$ cat src/rtl/display_pkg.sv
// Shared types and segment encodings for the hex display controller.
// Segments are {g,f,e,d,c,b,a}, active low.
package display_pkg;

   typedef logic [6:0] seg_t;

   localparam seg_t SEG_0     = 7'h40;
   localparam seg_t SEG_1     = 7'h79;
   localparam seg_t SEG_2     = 7'h24;
   localparam seg_t SEG_3     = 7'h30;
   localparam seg_t SEG_4     = 7'h19;
   localparam seg_t SEG_5     = 7'h12;
   localparam seg_t SEG_6     = 7'h02;
   localparam seg_t SEG_7     = 7'h78;
   localparam seg_t SEG_8     = 7'h00;
   localparam seg_t SEG_9     = 7'h10;
   localparam seg_t SEG_A     = 7'h08;
   localparam seg_t SEG_B     = 7'h03;
   localparam seg_t SEG_C     = 7'h46;
   localparam seg_t SEG_D     = 7'h21;
   localparam seg_t SEG_E     = 7'h06;
   localparam seg_t SEG_F     = 7'h0E;
   localparam seg_t SEG_BLANK = 7'h7F;

endpackage

$ cat src/rtl/hex_to_7seg.sv
// Combinational hex nibble to active-low 7-segment decoder.
module hex_to_7seg
   import display_pkg::*;
(
   input  logic [3:0] hex_i,
   output seg_t       seg_o
);

   always_comb begin
      seg_o = SEG_BLANK;
      unique case (hex_i)
         4'h0: seg_o = SEG_0;
         4'h1: seg_o = SEG_1;
         4'h2: seg_o = SEG_2;
         4'h3: seg_o = SEG_3;
         4'h4: seg_o = SEG_4;
         4'h5: seg_o = SEG_5;
         4'h6: seg_o = SEG_6;
         4'h7: seg_o = SEG_7;
         4'h8: seg_o = SEG_8;
         4'h9: seg_o = SEG_9;
         4'hA: seg_o = SEG_A;
         4'hB: seg_o = SEG_B;
         4'hC: seg_o = SEG_C;
         4'hD: seg_o = SEG_D;
         4'hE: seg_o = SEG_E;
         4'hF: seg_o = SEG_F;
      endcase
   end

endmodule

$ cat src/rtl/hex_display_ctrl.sv
// Multiplexed common-anode hex display driver with a frame-synchronous double
// buffer so the shown value never tears mid-scan.
module hex_display_ctrl
   import display_pkg::*;
#(
   parameter int unsigned DIGITS      = 8,
   parameter int unsigned REFRESH_DIV = 100000
) (
   input  logic              clk_i,
   input  logic              rst_ni,
   input  logic [31:0]       data_i,
   input  logic              update_i,
   input  logic              blank_lz_i,
   output logic [DIGITS-1:0] an_o,
   output logic [6:0]        seg_o,
   output logic              dp_o
);

   localparam int unsigned PrescW   = $clog2(REFRESH_DIV);
   localparam int unsigned IdxW     = (DIGITS > 1) ? $clog2(DIGITS) : 1;
   localparam int unsigned DataW    = 4 * DIGITS;
   localparam logic [31:0] DataMask = 32'hFFFF_FFFF >> (32 - DataW);

   logic [PrescW-1:0] presc_q, presc_d;
   logic [IdxW-1:0]   idx_q, idx_d;
   logic [31:0]       shadow_q, shadow_d;
   logic [31:0]       disp_q, disp_d;
   logic [DIGITS-1:0] an_q, an_d;
   seg_t              seg_q, seg_d;

   logic        tick;
   logic        frame_end;
   logic [31:0] data_masked;
   logic [3:0]  nibble;
   logic [31:0] upper;
   logic        blank;
   seg_t        seg_dec;

   assign data_masked = data_i & DataMask;
   assign tick        = (presc_q == PrescW'(REFRESH_DIV - 1));
   assign frame_end   = tick && (idx_q == IdxW'(DIGITS - 1));

   always_comb begin
      presc_d  = tick ? '0 : presc_q + PrescW'(1);
      idx_d    = idx_q;
      if (tick) begin
         idx_d = frame_end ? '0 : idx_q + IdxW'(1);
      end
      shadow_d = update_i ? data_masked : shadow_q;
      disp_d   = disp_q;
      // Bypass the shadow so a strobe landing on frame_end is not lost a frame.
      if (frame_end) begin
         disp_d = update_i ? data_masked : shadow_q;
      end
   end

   // Digit-select mux and leading-zero detection for the currently scanned digit.
   always_comb begin
      nibble = disp_q[{idx_q, 2'b00} +: 4];
      upper  = disp_q >> {idx_q, 2'b00};
      blank  = blank_lz_i && (idx_q != '0) && (upper == 32'd0);
   end

   hex_to_7seg u_hex_to_7seg (
      .hex_i (nibble),
      .seg_o (seg_dec)
   );

   always_comb begin
      an_d  = ~(DIGITS'(1) << idx_q);
      seg_d = blank ? SEG_BLANK : seg_dec;
   end

   always_ff @(posedge clk_i or negedge rst_ni) begin
      if (!rst_ni) begin
         presc_q  <= '0;
         idx_q    <= '0;
         shadow_q <= '0;
         disp_q   <= '0;
         an_q     <= '1;
         seg_q    <= SEG_BLANK;
      end else begin
         presc_q  <= presc_d;
         idx_q    <= idx_d;
         shadow_q <= shadow_d;
         disp_q   <= disp_d;
         an_q     <= an_d;
         seg_q    <= seg_d;
      end
   end

   assign an_o  = an_q;
   assign seg_o = seg_q;
   assign dp_o  = 1'b1;

endmodule

$ cat config.mk
export PLATFORM = sky130hd
export DESIGN_NAME = hex_display_ctrl
export DESIGN_NICKNAME = d
export VERILOG_FILES = /design/src/rtl/display_pkg.sv /design/src/rtl/hex_to_7seg.sv /design/src/rtl/hex_display_ctrl.sv
export SDC_FILE = /design/constraint.sdc
export NUM_CORES = 1
export LEC_CHECK = 0
export CORE_MARGIN = 3
export CORE_UTILIZATION = 40
export DETAILED_ROUTE_END_ITERATION = 8
export MAX_ROUTING_LAYER = met4
export PLACE_DENSITY = 0.59
export SLEW_MARGIN = 20
export SYNTH_ARGS = -nofsm -noshare
export SYNTH_HDL_FRONTEND = slang
export SYNTH_SLANG_ARGS = --single-unit
$ cat constraint.sdc
create_clock -name clk_i -period 7.7 [get_ports clk_i]
set_input_delay 1.54 -clock clk_i [delete_from_list [all_inputs] [get_ports clk_i]]
set_output_delay 1.54 -clock clk_i [all_outputs]
set_load 0.02 [all_outputs]
Yosys cells after proc, flatten, opt, wreduce, memory -nomap -nowiden
Memory sizes are Yosys's and may differ from the RTL's.
Cells that the tools add are included.
W data, S select, Z words.
- logic and storage cells: 24
- memories: 1
- output and inout bits: 16
- memory bits (read-only): 112
- bits of input ports: 36
- register bits: 99
- bitwise gates (word level): 1
- eq/ne operators: 2
- reductions and logical operators: 5
- shift-type cells: 3
- mux-type cells: 4
- $add $sub $neg: 2
- memories (memory ; depth ; width ; read ports ; clocked after memory_dff ; wr ports ; line ; source):
    (name not given) ; 16 ; 7 ; 1 ; 0 ; 0 ; hex_to_7seg.sv:11 ; unique case (hex_i)
- operators with widths (kind ; count):
    $logic_not A32 Y1 ; 1
    $mux W32 ; 1
    $shiftx A32 B6 Y4 ; 1
    $shr A32 B5 Y32 ; 1
    $add A17 B1 Y17 const B ; 1
    $eq A17 B17 Y1 const B ; 1
    $mux W17 ; 1
    $not A8 Y8 ; 1
    $shl A1 B3 Y8 const A ; 1
    $mux W7 ; 1
    $add A3 B1 Y3 const B ; 1
    $eq A3 B3 Y1 const B ; 1
    $logic_and A1 B1 Y1 ; 3
    $mux W3 ; 1
    $reduce_bool A3 Y1 ; 1

Logic depth before layout (Yosys ltp)
- depth in word-level cells: 4
- mapped depth: 10
- mapped depth without buffers: 8

By module
From an unflattened synthesis, not the netlist that was laid out.
- cell total of the unflattened synthesis: 389
- area, all modules: 4947.2 um2
- by module, submodules not included (module ; cells each ; instances ; seq. area each (um2) ; area an instance (um2)):
    hex_display_ctrl ; 357 ; 1 ; 2496.1 ; 4672.0
    hex_to_7seg ; 32 ; 1 ; 0.0 ; 275.3

Worst setup path before layout
Ideal clock, no wire load.
- path kind: input to register
- from: in update_i
- to: reg disp_q[10]
- data required time: 7.575 ns
- arrival: 2.689 ns
- library setup time: 0.125 ns
- path buffers: 2
- slack: 4.886 ns
- cell stages on the path: 4
- path through: clkbuf_1 -> buf_1 -> mux2_2 -> mux2_4
- cells in the longest elaborated chain, start to end: 1
- ends and longest elaborated chain (what ; line ; source):
    start: declaration ; hex_display_ctrl.sv:12 ; input logic update_i,
    $mux W32 ; hex_display_ctrl.sv:53 ; disp_d = update_i ? data_masked : shadow_q;
    end signal: assignment ; hex_display_ctrl.sv:86 ; disp_q <= disp_d;
    end: declaration ; hex_display_ctrl.sv:27 ; logic [31:0] disp_q, disp_d;
Every way passes these cells.
A chain may end at the register's enable or synchronous reset.

Worst setup path in the final report
- from: reg idx_q[0]
- to: reg seg_q[5], in the netlist seg_o[5]
- cells in the longest elaborated chain, start to end: 4
- elaborated cells between the ends (all ways): 8
- those cells by class: shift (2); mux (1); reduce/logical (4); memory (1)
- ends and longest elaborated chain (what ; line ; source):
    start: declaration ; hex_display_ctrl.sv:25 ; logic [IdxW-1:0] idx_q, idx_d;
    start signal: assignment ; hex_display_ctrl.sv:84 ; idx_q <= idx_d;
    branches (longest 3 deep; another with $mem_v2 Z16 W7) ; - ;
    $mux W7 (*) ; hex_display_ctrl.sv:71 ; seg_d = blank ? SEG_BLANK : seg_dec;
    net seg_d[5] ; hex_display_ctrl.sv:29 ; seg_t seg_q, seg_d;
    end signal: assignment ; hex_display_ctrl.sv:88 ; seg_q <= seg_d;
    end: declaration ; hex_display_ctrl.sv:29 ;
Mark *: on every way through the listed nets, which the timed path passes.

==> impl.org <==
** Status
- The run finished with clean final reports.

** Timing
- Final-report hold violation count :: 0
- The number of max-slew violations in the final report is 0.
- Clock Skews :: 5.402 ps
- Final sum of negative setup slack :: 0 ps
- Setup repair after global routing left no endpoint under its margin.
- Timing-limited maximum frequency :: 304.5 MHz
- Clock period minus final worst setup slack :: 3284 ps
- Setup violations remaining at the end of the flow were counted as 0.
- Normalized max-slew margin :: 31.86%
- Smallest hold slack :: 482.1 ps
- Of the available clock period, the critical path in the final layout requires 42.64%.
- Worst-Margin Slew :: 1022 ps

** Worst setup path
- The worst register-to-register path begins at idx_q[0]$_DFFE_PN0N_.
- Across all register-to-register paths, the minimum setup slack is 4420 ps.
- Along the worst path, the maximum fanout reaches 18.
- Crit path DAT :: 3530 ps
- STA classifies the critical path endpoint as a flip-flop.
- R2R cell count :: 5
- At the worst endpoint, the required time is 7950 ps.
- STA classifies the critical path startpoint as a flip-flop.
- The critical path is of the reg -> reg type.
- Critical register-to-register path endpoint :: seg_o[5]$_DFF_PN1_

** Power
- In this run the static leakage power is 2.434 nW.
- P per Cell Area :: 198.4 nW/um2
- Peak ir drop on the vdd network :: 102.3 uV

** Floorplanning
- Width of the die :: 113.4 um
- The core region is 11030 um2.
- Effective utilization at floorplan :: 41.80%
- Top-level port count :: 52
- In this run the vertical extent of the chip is 113.4 um.
- The floorplan has 38 rows.
- Area enclosed by the die boundary :: 12850 um2

** Synthesis
- Portion of synthesized cell area occupied by the leading cell type :: 45.59%
- The synthesized design contains 0 enable-type register cells.
- Flip-flop and latch count after synthesis :: 99
- After technology mapping, the gate count stands at 343.
- The number of different library cells used by synthesis comes to 44.
- Async set-reset flop share out of synthesis :: 100.0%
- Yosys printed 0 warnings.
- Post-synthesis instance area :: 4611 um2
- Most used flip-flop cell after synthesis :: dfrtp_1
- In this run the mean area of a mapped cell was 13.44 um2.
- By area the synthesized netlist is led by dfrtp_1 (46%), mux2_4 (9.8%), mux2_2 (8.8%).
- For this run, the register share of the synthesized area comes to 54.14%.
- Net count after synthesis :: 392
- Of all cell types, the one taking the most synthesized area is dfrtp_1.

** Flow run
- Max cap viols :: 0

** Clocking
- Buffers inserted during clock tree synthesis total 9.
- Clock tree synthesis found a total of 99 sinks.
- The clock reaches the later pin of the worst-skew pair after 340 ps.
- Number of hold buffers added after CTS :: 0
- Gates resized, CTS repair :: 0
- TritonCTS built the clock tree.
- Reg clk slew, reported paths :: 60 ps
- Counting along the longest clock path gives a buffer depth of 2.
- CTS placed an instance of clkbuf_16 at the clock tree root.
- Post-CTS Setup Inserts :: 0
- Number of H-tree levels :: 3

** Global route
- GRT Resource Usage Total :: 14.67%
- GR Overflow Total :: 0
- Number of global-route vias before repair :: 2799
- Entering global routing, the biggest net connects 52 pins.
- Number of antenna violations at the first check in global routing :: 0
- The first global-routing pass estimated 14520 um of wire.

** Route
- Remaining design rule violation count :: 0
- Final wirelength :: 8277 um
- The detailed router placed 2717 vias in this run.
- For this run, the detailed router's first-pass iteration total came to 4.
- Antenna viol nets, final :: 0
- Starting DRT DRC Count :: 185
- Wirelength per Cell :: 15.47 um
- DR vias/cell :: 5.079

** Place
- At the end of routability-driven placement, the weighted congestion stood at 0.8491.
- Port buffering added 50 buffers.
- Post-DP HPWL :: 5922 um

** Layout
- The number of antenna diodes in the final layout is 0.
- From synthesis to final layout, the design area changed by 19.21%.
- Final #Nets :: 439
- Of the cells placed in the final design, the portion with a size suffix greater than 1 is 27.85%.

** Min path
- The worst hold path begins at presc_q[0]$_DFF_PN0_.
- Along the worst hold path, the cell count comes to 1.
- The path class of the tightest hold or removal check is reg -> reg.
- End point of the most critical hold path :: presc_q[0]$_DFF_PN0_
## synth_stat cells, drive strengths merged (2+ instances only)
| cell | count |
|---|---|
| nand2b | 3 |
| mux2i | 10 |
| xor2 | 6 |
| or4 | 3 |
| buf | 11 |
| nor2 | 17 |
| mux2 | 66 |
| nor3 | 5 |
| dfstp | 15 |
| or4b | 2 |
| mux4 | 7 |
| nand3 | 9 |
| o21ai | 5 |
| a22oi | 2 |
| dfrtp | 84 |
| clkbuf | 6 |
| o22ai | 3 |
| nor4 | 7 |
| inv | 10 |
| a21oi | 5 |
| a211oi | 3 |
| xnor2 | 9 |
| o221ai | 2 |
| and3 | 2 |
| nand4 | 9 |
| nand2 | 18 |
| ha | 13 |
## how the worst max path moves through the flow
stage	from	cells after the start	endpoint	slack (ps)
6_report	idx_q[0]$_DFFE_PN0N_	5	seg_o[5]$_DFF_PN1_	4420
3_3_place_gp	update_i	4	disp_q[23]$_DFFE_PN0P_	4510
4_1_cts	idx_q[0]$_DFFE_PN0N_	5	seg_o[2]$_DFF_PN1_	4410
3_5_place_dp	idx_q[0]$_DFFE_PN0N_	5	seg_o[5]$_DFF_PN1_	4430
5_1_grt	idx_q[0]$_DFFE_PN0N_	5	seg_o[4]$_DFF_PN1_	4030
2_1_floorplan	update_i	4	disp_q[10]$_DFFE_PN0P_	4890
## power by group
part / switching, mW / internal, mW / leakage, nW / total [mW]
logic: 0.0452 / 0.0593 / 1.08 / 0.105
registers: 0.0133 / 0.551 / 1.21 / 0.564
clock network: 0.184 / 0.238 / 0.141 / 0.421
total: 0.242 / 0.848 / 2.43 / 1.09
## kinds of logic after synthesis
family	Yosys count	share of synthesized area, %
muxes	83	24.15
AOI/OAI and AO/OA	25	3.582
DFF	99	54.14
xor gates and xnor gates	15	2.849
and+or+nand+nor	79	8.765
buffers and inverters	28	2.903
other	1	0.08133
adders and majority gates	13	3.528
## registers in the layout, indices dropped and copies added, names as in the netlist
name      cells
disp_q       32
shadow_q     32
presc_q      17
an_o          8
seg_o         7
idx_q         3
## per-stage QoR
stage,setup WS [ps],cells,total power [mW],area (um2),utilization (%)
2_1_floorplan,4886,343,0.6312,4611,-
3_3_place_gp,4511,519,0.6788,5215,47.28
3_5_place_dp,4430,519,0.6806,5215,47.28
4_1_cts,4408,535,1.109,5497,49.83
5_1_grt,4031,535,1.144,5497,49.83
6_report,4416,535,1.090,5497,49.83
## critical path: stages, from the launching register on
cell and delay [ps]:
dfrtp_1 810, mux4_2 610, mux2i_1 730, nand2_1 120, or4_1 660, o21ai_0 250
## area by class of cell
class	count	area [um2]
multi-input combinational	216	1982
fill	990	5534
sequential	99	2496
clock buffer	12	257.7
timing repair buffer	53	520.5
inverter	11	41.29
tap	140	175.2
clock inverter	4	23.77
## metal layers
layer | wire [um] | global-route usage (%) | share of wire (%) | up-vias
li1 | - | - | - | 1323
met1 | 4296 | 21.05 | 52 | 1339
met2 | 3593 | 20.18 | 43 | 47
met3 | 299 | 4.332 | 3.6 | 8
met4 | 88 | 4.247 | 1.1 | 0
met5 | 0 | - | 0 | -
## layout by cell type (no fill, tap or decap), types with 2 or more instances in the layout
| cell type | n |
|---|---|
| buf_4 | 4 |
| nand2_1 | 18 |
| mux4_2 | 7 |
| inv_1 | 9 |
| xor2_1 | 6 |
| nor3_1 | 5 |
| mux2_4 | 30 |
| dfstp_2 | 15 |
| a211oi_1 | 3 |
| mux2i_1 | 10 |
| nand3_1 | 9 |
| clkbuf_16 | 10 |
| clkbuf_1 | 2 |
| mux2_2 | 36 |
| clkdlybuf4s50_1 | 49 |
| clkinv_2 | 3 |
| nor2_1 | 17 |
| and3_1 | 2 |
| or4_1 | 2 |
| o22ai_1 | 3 |
| o21ai_0 | 5 |
| a22oi_1 | 2 |
| xnor2_1 | 9 |
| ha_1 | 13 |
| nand2b_1 | 3 |
| o221ai_1 | 2 |
| a21oi_1 | 5 |
| nor4_1 | 7 |
| dfrtp_1 | 84 |
| nand4_1 | 9 |
Power figures use the tool's default switching activity.
